==> src/rtl/perf_dump_tx.sv <==
// Snapshots NUM_CNT 32-bit perf counters on trigger and streams them as a framed byte sequence (header, little-endian words).
// Optional trailing mod-256 payload checksum byte when PERF_DUMP_CHECKSUM_EN is defined.
module perf_dump_tx #(
   parameter int           NUM_CNT = 6,
   parameter logic [7:0]   HEADER  = 8'hA5
) (
   input  logic                   clk,
   input  logic                   reset,
   input  logic                   trigger,
   input  logic [32*NUM_CNT-1:0]  counters_in,
   output logic [7:0]             tx_data,
   output logic                   tx_valid,
   input  logic                   tx_ready,
   output logic                   busy,
   output logic                   done,
   output logic                   overrun
);

   localparam int WW = (NUM_CNT > 1) ? $clog2(NUM_CNT) : 1;
   localparam logic [WW-1:0] LAST_WORD = WW'(NUM_CNT - 1);

`ifdef PERF_DUMP_CHECKSUM_EN
   typedef enum logic [1:0] {IDLE, HDR, DATA, CKSUM} state_t;
   logic [7:0] cksum;
`else
   typedef enum logic [1:0] {IDLE, HDR, DATA} state_t;
`endif

   state_t        state, state_nxt;
   logic [31:0]   snap [NUM_CNT];
   logic [WW-1:0] word_idx, word_nxt;
   logic [1:0]    byte_idx, byte_nxt;
   logic [31:0]   cur_word;
   logic [7:0]    data_byte;
   logic          last_byte;

   assign cur_word  = snap[word_idx];
   assign last_byte = (word_idx == LAST_WORD) && (byte_idx == 2'd3);
   assign busy      = (state != IDLE);

   always_comb begin
      data_byte = cur_word[7:0];
      case (byte_idx)
         2'd1:    data_byte = cur_word[15:8];
         2'd2:    data_byte = cur_word[23:16];
         2'd3:    data_byte = cur_word[31:24];
         default: data_byte = cur_word[7:0];
      endcase
   end

   // tx_valid/tx_data come from state only; tx_ready just gates the advance.
   always_comb begin
      state_nxt = state;
      word_nxt  = word_idx;
      byte_nxt  = byte_idx;
      tx_valid  = 1'b0;
      tx_data   = 8'h00;
      case (state)
         IDLE: begin
            if (trigger) state_nxt = HDR;
         end
         HDR: begin
            tx_valid = 1'b1;
            tx_data  = HEADER;
            if (tx_ready) begin
               state_nxt = DATA;
               word_nxt  = '0;
               byte_nxt  = 2'd0;
            end
         end
         DATA: begin
            tx_valid = 1'b1;
            tx_data  = data_byte;
            if (tx_ready) begin
               byte_nxt = byte_idx + 2'd1;
               if (last_byte) begin
                  word_nxt = '0;
`ifdef PERF_DUMP_CHECKSUM_EN
                  state_nxt = CKSUM;
`else
                  state_nxt = IDLE;
`endif
               end else if (byte_idx == 2'd3) begin
                  word_nxt = word_idx + 1'b1;
               end
            end
         end
`ifdef PERF_DUMP_CHECKSUM_EN
         CKSUM: begin
            tx_valid = 1'b1;
            tx_data  = cksum;
            if (tx_ready) state_nxt = IDLE;
         end
`endif
         default: state_nxt = IDLE;
      endcase
   end

   always_ff @(posedge clk) begin
      if (reset) begin
         state    <= IDLE;
         word_idx <= '0;
         byte_idx <= 2'd0;
         done     <= 1'b0;
         overrun  <= 1'b0;
         for (int i = 0; i < NUM_CNT; i++) snap[i] <= 32'h0;
`ifdef PERF_DUMP_CHECKSUM_EN
         cksum    <= 8'h00;
`endif
      end else begin
         state    <= state_nxt;
         word_idx <= word_nxt;
         byte_idx <= byte_nxt;
         done     <= (state != IDLE) && (state_nxt == IDLE);
         if (trigger) begin
            if (state == IDLE) begin
               overrun <= 1'b0;
               for (int i = 0; i < NUM_CNT; i++) snap[i] <= counters_in[32*i +: 32];
`ifdef PERF_DUMP_CHECKSUM_EN
               cksum <= 8'h00;
`endif
            end else begin
               overrun <= 1'b1;
            end
         end
`ifdef PERF_DUMP_CHECKSUM_EN
         if (state == DATA && tx_ready) cksum <= cksum + data_byte;
`endif
      end
   end

endmodule

==> config.mk <==
export PLATFORM = sky130hd
export DESIGN_NAME = perf_dump_tx
export DESIGN_NICKNAME = d
export VERILOG_FILES = /design/src/rtl/perf_dump_tx.sv
export SDC_FILE = /design/constraint.sdc
export NUM_CORES = 1
export LEC_CHECK = 0
export CAP_MARGIN = 20
export CELL_PAD_IN_SITES_DETAIL_PLACEMENT = 1
export CELL_PAD_IN_SITES_GLOBAL_PLACEMENT = 2
export CORE_MARGIN = 2
export CORE_UTILIZATION = 37
export CTS_CLUSTER_DIAMETER = 120
export DETAILED_ROUTE_END_ITERATION = 8
export GPL_TIMING_DRIVEN = 0
export PLACE_DENSITY_LB_ADDON = 0.1
export SETUP_SLACK_MARGIN = 0.5
export SYNTH_ARGS = -nofsm -noshare
export SYNTH_HDL_FRONTEND = slang
export SYNTH_SLANG_ARGS = --single-unit
export TNS_END_PERCENT = 1
==> constraint.sdc <==
create_clock -name clk -period 13.6 [get_ports clk]
set_input_delay 2.04 -clock clk [delete_from_list [all_inputs] [get_ports clk]]
set_output_delay 2.04 -clock clk [all_outputs]
set_load 0.005 [all_outputs]
==> summary.md, run 1 <==
| Metric | Value |
|---|---|
| Status | finished clean |
| Die width | 164 um |
| Post-DP HPWL | 20800 um |
| RSZ-0062 raised after global routing | false |
| Vias in the first global route | 6817 |
| Cts bufs inserted | 22 |
| Synth Area in Adders | 1.31% |
| EDFF count, synth | 192 |
| Tot GR Track Use | 20.8% |
| Final period utilization | 39.9% |
| Layout Nets | 1118 |
| Mapped Area | 0.00952 mm2 |
| DRC | 0 |
| H-tree Lvls | 1 |
| Clock Skews | 5.35 ps |
| Row count | 58 |
| Max cap viols | 0 |
| Number of synthesized register bits | 204 |
| Chip Height | 164 um |
| WS Path Type | reg -> out |
| Share of flip-flops with an asynchronous set or reset | 0% |
| Post-synthesis mux area share | 11.4% |
| Met3 Use GR | 3.24% |
| Clk root buf | clkbuf_16 |
| Initial antenna violation count | 2 |
| Critical path endpoint category | output port |
| Fin. Hold Viols | 0 |
| CP required | 11560 ps |
| Hold buffers post-CTS | 0 |
| Mapped Cells | 679 |
| Min-delay worst type | reg -> reg |
| Layout cells sized above 1 | 10.1% |
| Worst slew pin tran | 810 ps |
| Largest net degree at the start of global routing | 65 |
| Max clock buf depth | 3 |
| Pwr Total | 1.54 mW |
| Syn nets | 885 |
| Pwr dens | 120 mW/mm2 |
| Port-buffer cells | 206 |
| Post-Route WL | 27800 um |
| Post-Layout Cell Count | 1258 |
| GRT met2 Usage | 34.4% |
| Routed Antenna Nets | 0 |
| Global-route wire length before repair | 41300 um |
| Xor/xnor share of the synthesized area | 0% |
| Wire length per cell | 22.1 um |
| DR pass1 iterations | 5 |
| Placed insts | 1218 |
| Grt ovf | 0 |
| Sequential share of the synthesized area | 63.1% |
| Via-per-instance ratio | 5.00 |
| Synth Area in Compound Gates | 4.48% |
| Crit-path max FO | 5 |
| Slew Viols, Final | 0 |
| Top cell type's share of synthesized area | 60.6% |
| DIE AREA | 0.0270 mm2 |
| Vias | 6296 |
| Largest family of logic cells by synthesized area | simple AND/OR/NAND/NOR gates |
| Prevailing post-synth register cell | edfxtp_1 |
| Syn_area_per_cell | 14.0 um2 |
| FMAX | 0.184 GHz |
| Iter 0 DRT Violations | 456 |
| Core area | 0.0253 mm2 |
| Sink Count | 204 |
| Setup tns final | 0 ps |
| Post-synthesis simple-gate area fraction | 16.8% |
| Clock transition at path regs | 60 ps |
| Worst skew pair latency | 500 ps |
| Slew headroom | 46.0% |
| Starting Density | 37.7% |
| Diodes inserted | 0 |
| Routability Congestion | 0.808 |
| Yosys cell types | 42 |
| I/O pins | 208 |
| Area contributors post-synth | edfxtp_1 (61%), and2_1 (13%), mux2i_1 (5.6%), mux2_2 (3.7%), dfxtp_1 (2.5%) |
| CTS tree | yes |
| Lkg Pwr | 4.64 nW |
| Post-synth top area cell | edfxtp_1 |
| Layout Utilization | 50.7% |
| Synth Warn # | 0 |
| Final setup fails | 0 |
| Maximum VDD drop | 0.0000582 V |
| Min Tclk post-route | 5430 ps |
| Startpoint Class | flop |
| Postcts setup bufs | 0 |
| Global routing met1 resource utilization | 29.4% |
| P&R area growth vs syn | 34.4% |
| GRT busiest layer | met2 |
| CP arrival | 3390 ps |
| CTS resizes | 0 |
| Hold Slack | 473 ps |
through the flow:
step                cell area, um2  setup WS, ps
global route                 12800          8040
detailed placement           12100          8830
floorplan                     9520          6060
global placement             12000          4250
CTS                          12800          8260
finish                       12800          8170
cell usage after synthesis (2+ instances only):
library cell / instances
mux2_4: 2
a22o_1: 4
buf_6: 6
nand2b_1: 6
a21oi_1: 5
o22ai_1: 17
nor2_1: 22
buf_4: 3
nor4b_2: 2
o21ai_0: 5
nor4b_1: 2
mux2_2: 31
and2_1: 192
buf_12: 2
clkbuf_1: 26
nor3b_1: 3
a211oi_1: 6
nor2b_1: 5
or3b_2: 4
nand2_1: 15
buf_2: 3
nand3b_1: 2
o211a_1: 4
a221o_1: 5
inv_1: 9
a222oi_1: 4
edfxtp_1: 192
a32oi_1: 4
dfxtp_1: 12
ha_1: 10
nor3_1: 6
mux4_2: 8
mux2i_1: 53
final timing paths:
path / depth (start not counted) / start / end / slack, ps
worst max-delay path: 7 / byte_idx[0] / tx_data[1] / 8170
worst min-delay path: 2 / overrun / overrun / 470
worst max register to register: 7 / state[0] / snap[2][3] / 11050
worst min register to register: 2 / overrun / overrun / 470
kinds of logic after synthesis:
logic type	after synthesis
and+or+nand+nor	265
AOI/OAI and AO/OA	57
muxes	94
buffers and inverters	49
DFF	204
adders and majority gates	10
registers in the layout, summed over array words and instances, names as in the netlist, named ones only:
register and cells:
state 2, word_idx 3, byte_idx 2, done 1
overrun 1, snap 192
where the power goes:
part	total, mW	switching [mW]	internal, mW
Clock	0.609	0.242	0.367
Combinational	0.161	0.0724	0.0891
Sequential	0.766	0.0152	0.751
Total	1.54	0.330	1.21
layout make-up:
class	instances	area (um2)
Multi-Input combinational cell	426	3250
Inverter	9	33.8
Sequential cell	204	6010
Tap cell	330	413
Buffer	40	243
Timing Repair Buffer	209	2130
Clock buffer	31	606
Fill cell	2576	12500
Clock inverter	9	119
layout by cell type (no fill, tap or decap), types with 4 or more instances in the layout:
cell type,Yosys,routed
a211oi_1,6,6
a21oi_1,5,5
a221o_1,5,5
a222oi_1,4,4
a22o_1,4,4
a32oi_1,4,4
and2_1,192,192
buf_12,2,4
buf_6,6,6
clkbuf_1,26,34
clkbuf_16,0,23
clkdlybuf4s50_1,0,206
dfxtp_1,12,12
edfxtp_1,192,192
ha_1,10,10
inv_1,9,9
mux2_2,31,31
mux2i_1,53,53
mux4_2,8,8
nand2_1,15,15
nand2b_1,6,5
nor2_1,22,22
nor2b_1,5,5
nor3_1,6,6
o211a_1,4,4
o21ai_0,5,5
o22ai_1,17,17
or3b_2,4,4
worst max-delay path: stages (launching register included):
cell and delay [ps]:
dfxtp_1 360, inv_1 100, ha_1 250, nor3b_1 620, a222oi_1 360, nor4b_1 260
a211oi_1 330, clkdlybuf4s50_1 600
metal layers:
| layer | wire [um] | part of all wire (%) |
|---|---|---|
| met5 | 0 | 0 |
| met4 | 367 | 1.3 |
| met1 | 12500 | 45 |
| met2 | 13200 | 48 |
| met3 | 1690 | 6.1 |
No activity file was read; power rests on OpenSTA's default activity.
==> inputs of run 2 (changes only) <==
--- a/config.mk
+++ b/config.mk
@@ -9,7 +9,7 @@
 export CELL_PAD_IN_SITES_DETAIL_PLACEMENT = 1
 export CELL_PAD_IN_SITES_GLOBAL_PLACEMENT = 2
 export CORE_MARGIN = 2
-export CORE_UTILIZATION = 37
+export CORE_UTILIZATION = 35
 export CTS_CLUSTER_DIAMETER = 120
 export DETAILED_ROUTE_END_ITERATION = 8
 export GPL_TIMING_DRIVEN = 0
==> constraint.sdc (replaced) <==
create_clock -name clk -period 5.3 [get_ports clk]
set_input_delay 0.795 -clock clk [delete_from_list [all_inputs] [get_ports clk]]
set_output_delay 0.795 -clock clk [all_outputs]
set_load 0.005 [all_outputs]
==> summary.md, run 2 (same netlist as run 1, synthesis figures left out) <==
| Metric | Value |
|---|---|
| Max cap viols | 0 |
| Routability Congestion | 0.815 |
| Top delay family on crit path | compound AO/OA/AOI/OAI gates |
| Status | finished clean |
| Vias | 6351 |
| Vias in the first global route | 6904 |
| Biggest regs | snap (192), word_idx (3) |
| Crit-path slowest cell | a222oi_1 |
| Post-Layout Cell Count | 1271 |
| Crit-path max FO | 5 |
| Slew headroom | 48.5% |
| Slew Viols, Final | 0 |
| DR pass1 iterations | 4 |
| Area of the multi-input gates | 0.00325 mm2 |
| Pwr dens | 305 mW/mm2 |
| CP required | 4510 ps |
| Flop2flop setup slack | 2790 ps |
| Most common cell after layout, fill and taps aside | clkdlybuf4s50_1 |
| Number of fill cells | 2720 |
| Clk root buf | clkbuf_16 |
| Fin. Hold Viols | 0 |
| Tot GR Track Use | 19.9% |
| Grt ovf | 0 |
| Worst path cell trace | inv_1 > ha_1 > nor3b_1 > a222oi_1 > nor4b_1 > a211oi_1 > clkdlybuf4s50_1 |
| Layout Nets | 1119 |
| Power share of the clock group | 38.8% |
| Hold buffers post-CTS | 0 |
| Post-Route WL | 28200 um |
| Lkg Pwr | 4.63 nW |
| Top reg by flops | snap |
| Core area | 0.0268 mm2 |
| Iter 0 DRT Violations | 490 |
| Most frequent cells in the layout | clkdlybuf4s50_1 (206), and2_1 (192), edfxtp_1 (192) |
| Chip Height | 169 um |
| DRC | 0 |
| Clock Skews | 19.0 ps |
| Hold Slack | 470 ps |
| Layout cells sized above 1 | 10.1% |
| RSZ-0062 raised after global routing | false |
| Initial antenna violation count | 0 |
| Max clock buf depth | 3 |
| CP Launch Point | byte_idx[0] |
| Row count | 60 |
| Int Pwr | 3.04 mW |
| Port-buffer cells | 206 |
| R2r worst-path depth | 7 |
| Maximum VDD drop | 0.000190 V |
| Final period utilization | 77.0% |
| Placed insts | 1228 |
| H-tree Lvls | 1 |
| Largest net degree at the start of global routing | 76 |
| Cts bufs inserted | 24 |
| I/O pins | 208 |
| Wire length per cell | 22.2 um |
| Worst slew pin tran | 773 ps |
| Min Tclk post-route | 4080 ps |
| Routed Antenna Nets | 0 |
| Logic pwr share | 10.7% |
| Number of flip-flops in the largest register | 192 |
| Largest stage delay on the critical path | 680 ps |
| Final setup fails | 0 |
| CTS tree | yes |
| Starting Density | 35.5% |
| DIE AREA | 0.0285 mm2 |
| Via-per-instance ratio | 5.00 |
| Worst R2R End | snap[3][24] |
| Global-route wire length before repair | 41800 um |
| Sw Share | 22.0% |
| Worst skew pair latency | 520 ps |
| Post-DP HPWL | 21000 um |
| FMAX | 0.245 GHz |
| Crit path buf inv count | 2 |
| FF+latch area | 0.00601 mm2 |
| CTS resizes | 0 |
| Postcts setup bufs | 0 |
| Startpoint Class | flop |
| CP arrival | 3290 ps |
| Critical path endpoint category | output port |
| Sequential Power Share | 50.5% |
| Pwr Total | 3.90 mW |
| P&R area growth vs syn | 34.3% |
| Min-delay worst type | reg -> reg |
| Setup tns final | 0 ps |
| Die width | 169 um |
| Clock transition at path regs | 60 ps |
| R2r startpoint | state[0] |
| Worst setup endpoint | tx_data[6] |
| Sink Count | 204 |
| Worst path depth | 7 |
| Hold Crit Depth | 2 |
| Layout Utilization | 47.7% |
| WS Path Type | reg -> out |
| Switching power | 0.857 mW |
## run 2: cell count changes in the layout (fill, tap and decap cells not counted), sizes merged
cell and delta:
clkbuf +5, diode +1, bufinv -3, buf -1, clkinv +1, clkinvlp -1
## run 2: how the worst min path moves through the flow
stage / start / end
floorplan: overrun / overrun
global placement: overrun / overrun
detailed placement: overrun / overrun
CTS: overrun / overrun
global route: overrun / overrun
finish: overrun / overrun
## run 2: cell type report
class	instances	area share [%]
tap	341	3.34
clock buffer	36	5.37
buffer	40	1.90
multi-input combinational	426	25.4
antenna	1	0.0196
clock inverter	6	0.205
timing repair buffer	208	16.6
inverter	9	0.264
sequential	204	47.0
## run 2: through the flow
stage	cell area, um2	worst slack, ps
6_report	12800	1220
2_1_floorplan	9520	1250
4_1_cts	12800	1220
3_5_place_dp	12100	1780
3_3_place_gp	12000	197
5_1_grt	12800	1080
## run 2: worst reg2reg max path: stages, from the launching register on
cell and delay (ps):
dfxtp_1 350, inv_1 100, ha_1 250, nand2_1 170
nor2_1 190, clkbuf_1 560, clkbuf_1 520, and2_1 230
## run 2: power groups by stage
| stage | Clock [mW] | Combinational [mW] | Sequential (mW) |
|---|---|---|---|
| after global placement | 0 | 0.402 | 2.01 |
| after floorplan | 0 | 0.167 | 2.00 |
| final | 1.51 | 0.417 | 1.97 |
| after global routing | 1.61 | 0.453 | 1.98 |
| after CTS | 1.55 | 0.425 | 1.97 |
| after detailed placement | 0 | 0.422 | 2.00 |
## run 2: layer usage
layer  share of wire (%)  GRT usage [%]
met1                  45           27.8
met2                  47           32.7
met3                 5.6           3.13
met4                 1.9           4.72
met5                   0              0
==> inputs of run 3 (changes only) <==
==> constraint.sdc (replaced) <==
create_clock -name clk -period 3.8 [get_ports clk]
set_input_delay 0.57 -clock clk [delete_from_list [all_inputs] [get_ports clk]]
set_output_delay 0.57 -clock clk [all_outputs]
set_load 0.005 [all_outputs]
==> summary.md, run 3 (same netlist as run 1, synthesis figures left out) <==
| Metric | Value |
|---|---|
| Status | finished clean |
| Routability Congestion | 0.816 |
| Worst setup margin | 332 ps |
| FMAX | 0.288 GHz |
| Port-buffer cells | 206 |
| Fin. Hold Viols | 0 |
| H-tree Lvls | 1 |
| Worst slew pin tran | 921 ps |
| Min-delay worst type | in -> reg |
| Post-Layout Cell Count | 1274 |
| Layout Utilization | 48.3% |
| Global-route wire length before repair | 41900 um |
| P&R area growth vs syn | 35.9% |
| CP arrival | 2900 ps |
| Final setup fails | 0 |
| CP required | 3230 ps |
| Number of flip-flops in the largest register | 192 |
| Post-DP HPWL | 20900 um |
| Most common cell after layout, fill and taps aside | clkdlybuf4s50_1 |
| Hold Slack | 467 ps |
| Post-Route WL | 28100 um |
| Lkg Pwr | 4.72 nW |
| Pwr Total | 5.32 mW |
| Placement Cell Area | 0.0121 mm2 |
| Clock Skews | 12.2 ps |
| Largest stage delay on the critical path | 550 ps |
| DIE AREA | 0.0285 mm2 |
| Max cap viols | 0 |
| Top reg by flops | snap |
| Crit-path max FO | 10 |
| Hold Path Origin | reset |
| Routed Antenna Nets | 0 |
| Clk root buf | clkbuf_16 |
| R2r startpoint | state[1] |
| Largest net degree at the start of global routing | 67 |
| Layout cells sized above 1 | 13.0% |
| Vias in the first global route | 7032 |
| Clock transition at path regs | 60 ps |
| Max clock buf depth | 3 |
| Hold buffers post-CTS | 0 |
| Starting Density | 35.5% |
| Fin area | 0.0129 mm2 |
| Most frequent cells in the layout | clkdlybuf4s50_1 (200), and2_1 (192), edfxtp_1 (192) |
| Worst R2R End | snap[5][7] |
| Startpoint Class | flop |
| Cts bufs inserted | 23 |
| Die width | 169 um |
| DRC | 0 |
| Tot GR Track Use | 19.7% |
| Setup tns final | 0 ps |
| Sink Count | 204 |
| Slew Viols, Final | 0 |
| Crit-path slowest cell | clkdlybuf4s50_1 |
| DR pass1 iterations | 4 |
| Placed insts | 1228 |
| Iter 0 DRT Violations | 414 |
| Grt ovf | 0 |
| Hold Crit Depth | 2 |
| Pwr dens | 411 mW/mm2 |
| Chip Height | 169 um |
| R2r worst-path depth | 6 |
| Biggest regs | snap (192), word_idx (3) |
| I/O pins | 208 |
| RSZ-0062 raised after global routing | true |
| Maximum VDD drop | 0.000275 V |
| Initial antenna violation count | 0 |
| Worst skew pair latency | 520 ps |
| WS Path Type | reg -> out |
| Core area | 0.0268 mm2 |
| Critical path endpoint category | output port |
| Final period utilization | 91.3% |
| Slew headroom | 38.6% |
| Worst path cell trace | buf_6 > buf_12 > buf_12 > buf_12 > mux2i_1 > a22o_1 > a221o_1 > a22oi_2 > clkdlybuf4s50_1 |
| Via-per-instance ratio | 4.96 |
| Layout Nets | 1123 |
| Number of fill cells | 2679 |
| CTS tree | yes |
| Row count | 60 |
| Min Tclk post-route | 3470 ps |
| Wire length per cell | 22.1 um |
| Hold path endpoint | byte_idx[0] |
| Most frequent CP cell | buf_12 |
| Flop2flop setup slack | 1120 ps |
| Vias | 6323 |
| DP Worst Slack | 447 ps |
==> run 3: final cells by class <==
type / count / area (um2) / area share (%)
Sequential cell: 204 / 6010 / 46.4
Buffer: 40 / 263 / 2.03
Multi-Input combinational cell: 426 / 3380 / 26.2
Clock buffer: 28 / 594 / 4.59
Inverter: 9 / 33.8 / 0.261
Tap cell: 341 / 427 / 3.30
Clock inverter: 12 / 61.3 / 0.474
Antenna cell: 1 / 2.50 / 0.0193
Timing Repair Buffer: 213 / 2160 / 16.7
==> run 3: metal layers <==
metal | GRT usage (%) | vias up | wire length (um)
li1 | - | 2951 | -
met1 | 27.3 | 3137 | 12700
met2 | 32.7 | 194 | 13300
met3 | 3.32 | 41 | 1620
met4 | 4.31 | 0 | 508
met5 | 0 | - | 0
==> run 3: timing repair <==
action	CTS	global route
gates resized for setup	35	7
setup endpoints to repair	8	8
hold endpoints to repair	0	0
pin swaps	9	2
setup buffers	5	0
==> run 3: how the worst max path moves through the flow <==
| stage | start | endpoint | slack, ps | cells after the start |
|---|---|---|---|---|
| after floorplan | reset | snap[0][0] | 1090 | 2 |
| after global placement | trigger | snap[4][12] | 270 | 3 |
| after detailed placement | flop | tx_data[3] | 450 | 6 |
| after CTS | flop | tx_data[7] | 320 | 8 |
| after global routing | flop | tx_data[2] | 260 | 9 |
| final | flop | tx_data[2] | 330 | 9 |
==> run 3: worst max-delay path: cells and delay by family (launching register included) <==
family          cells  cell delay, ps
flops               1             310
mux                 1             110
compound gates      3             870
buf+inv             5            1090
==> run 3: report_power, final <==
part	switching, mW	leakage (nW)	internal (mW)
clock	0.877	0.315	1.11
sequential	0.0571	2.18	2.69
combinational	0.263	2.22	0.321
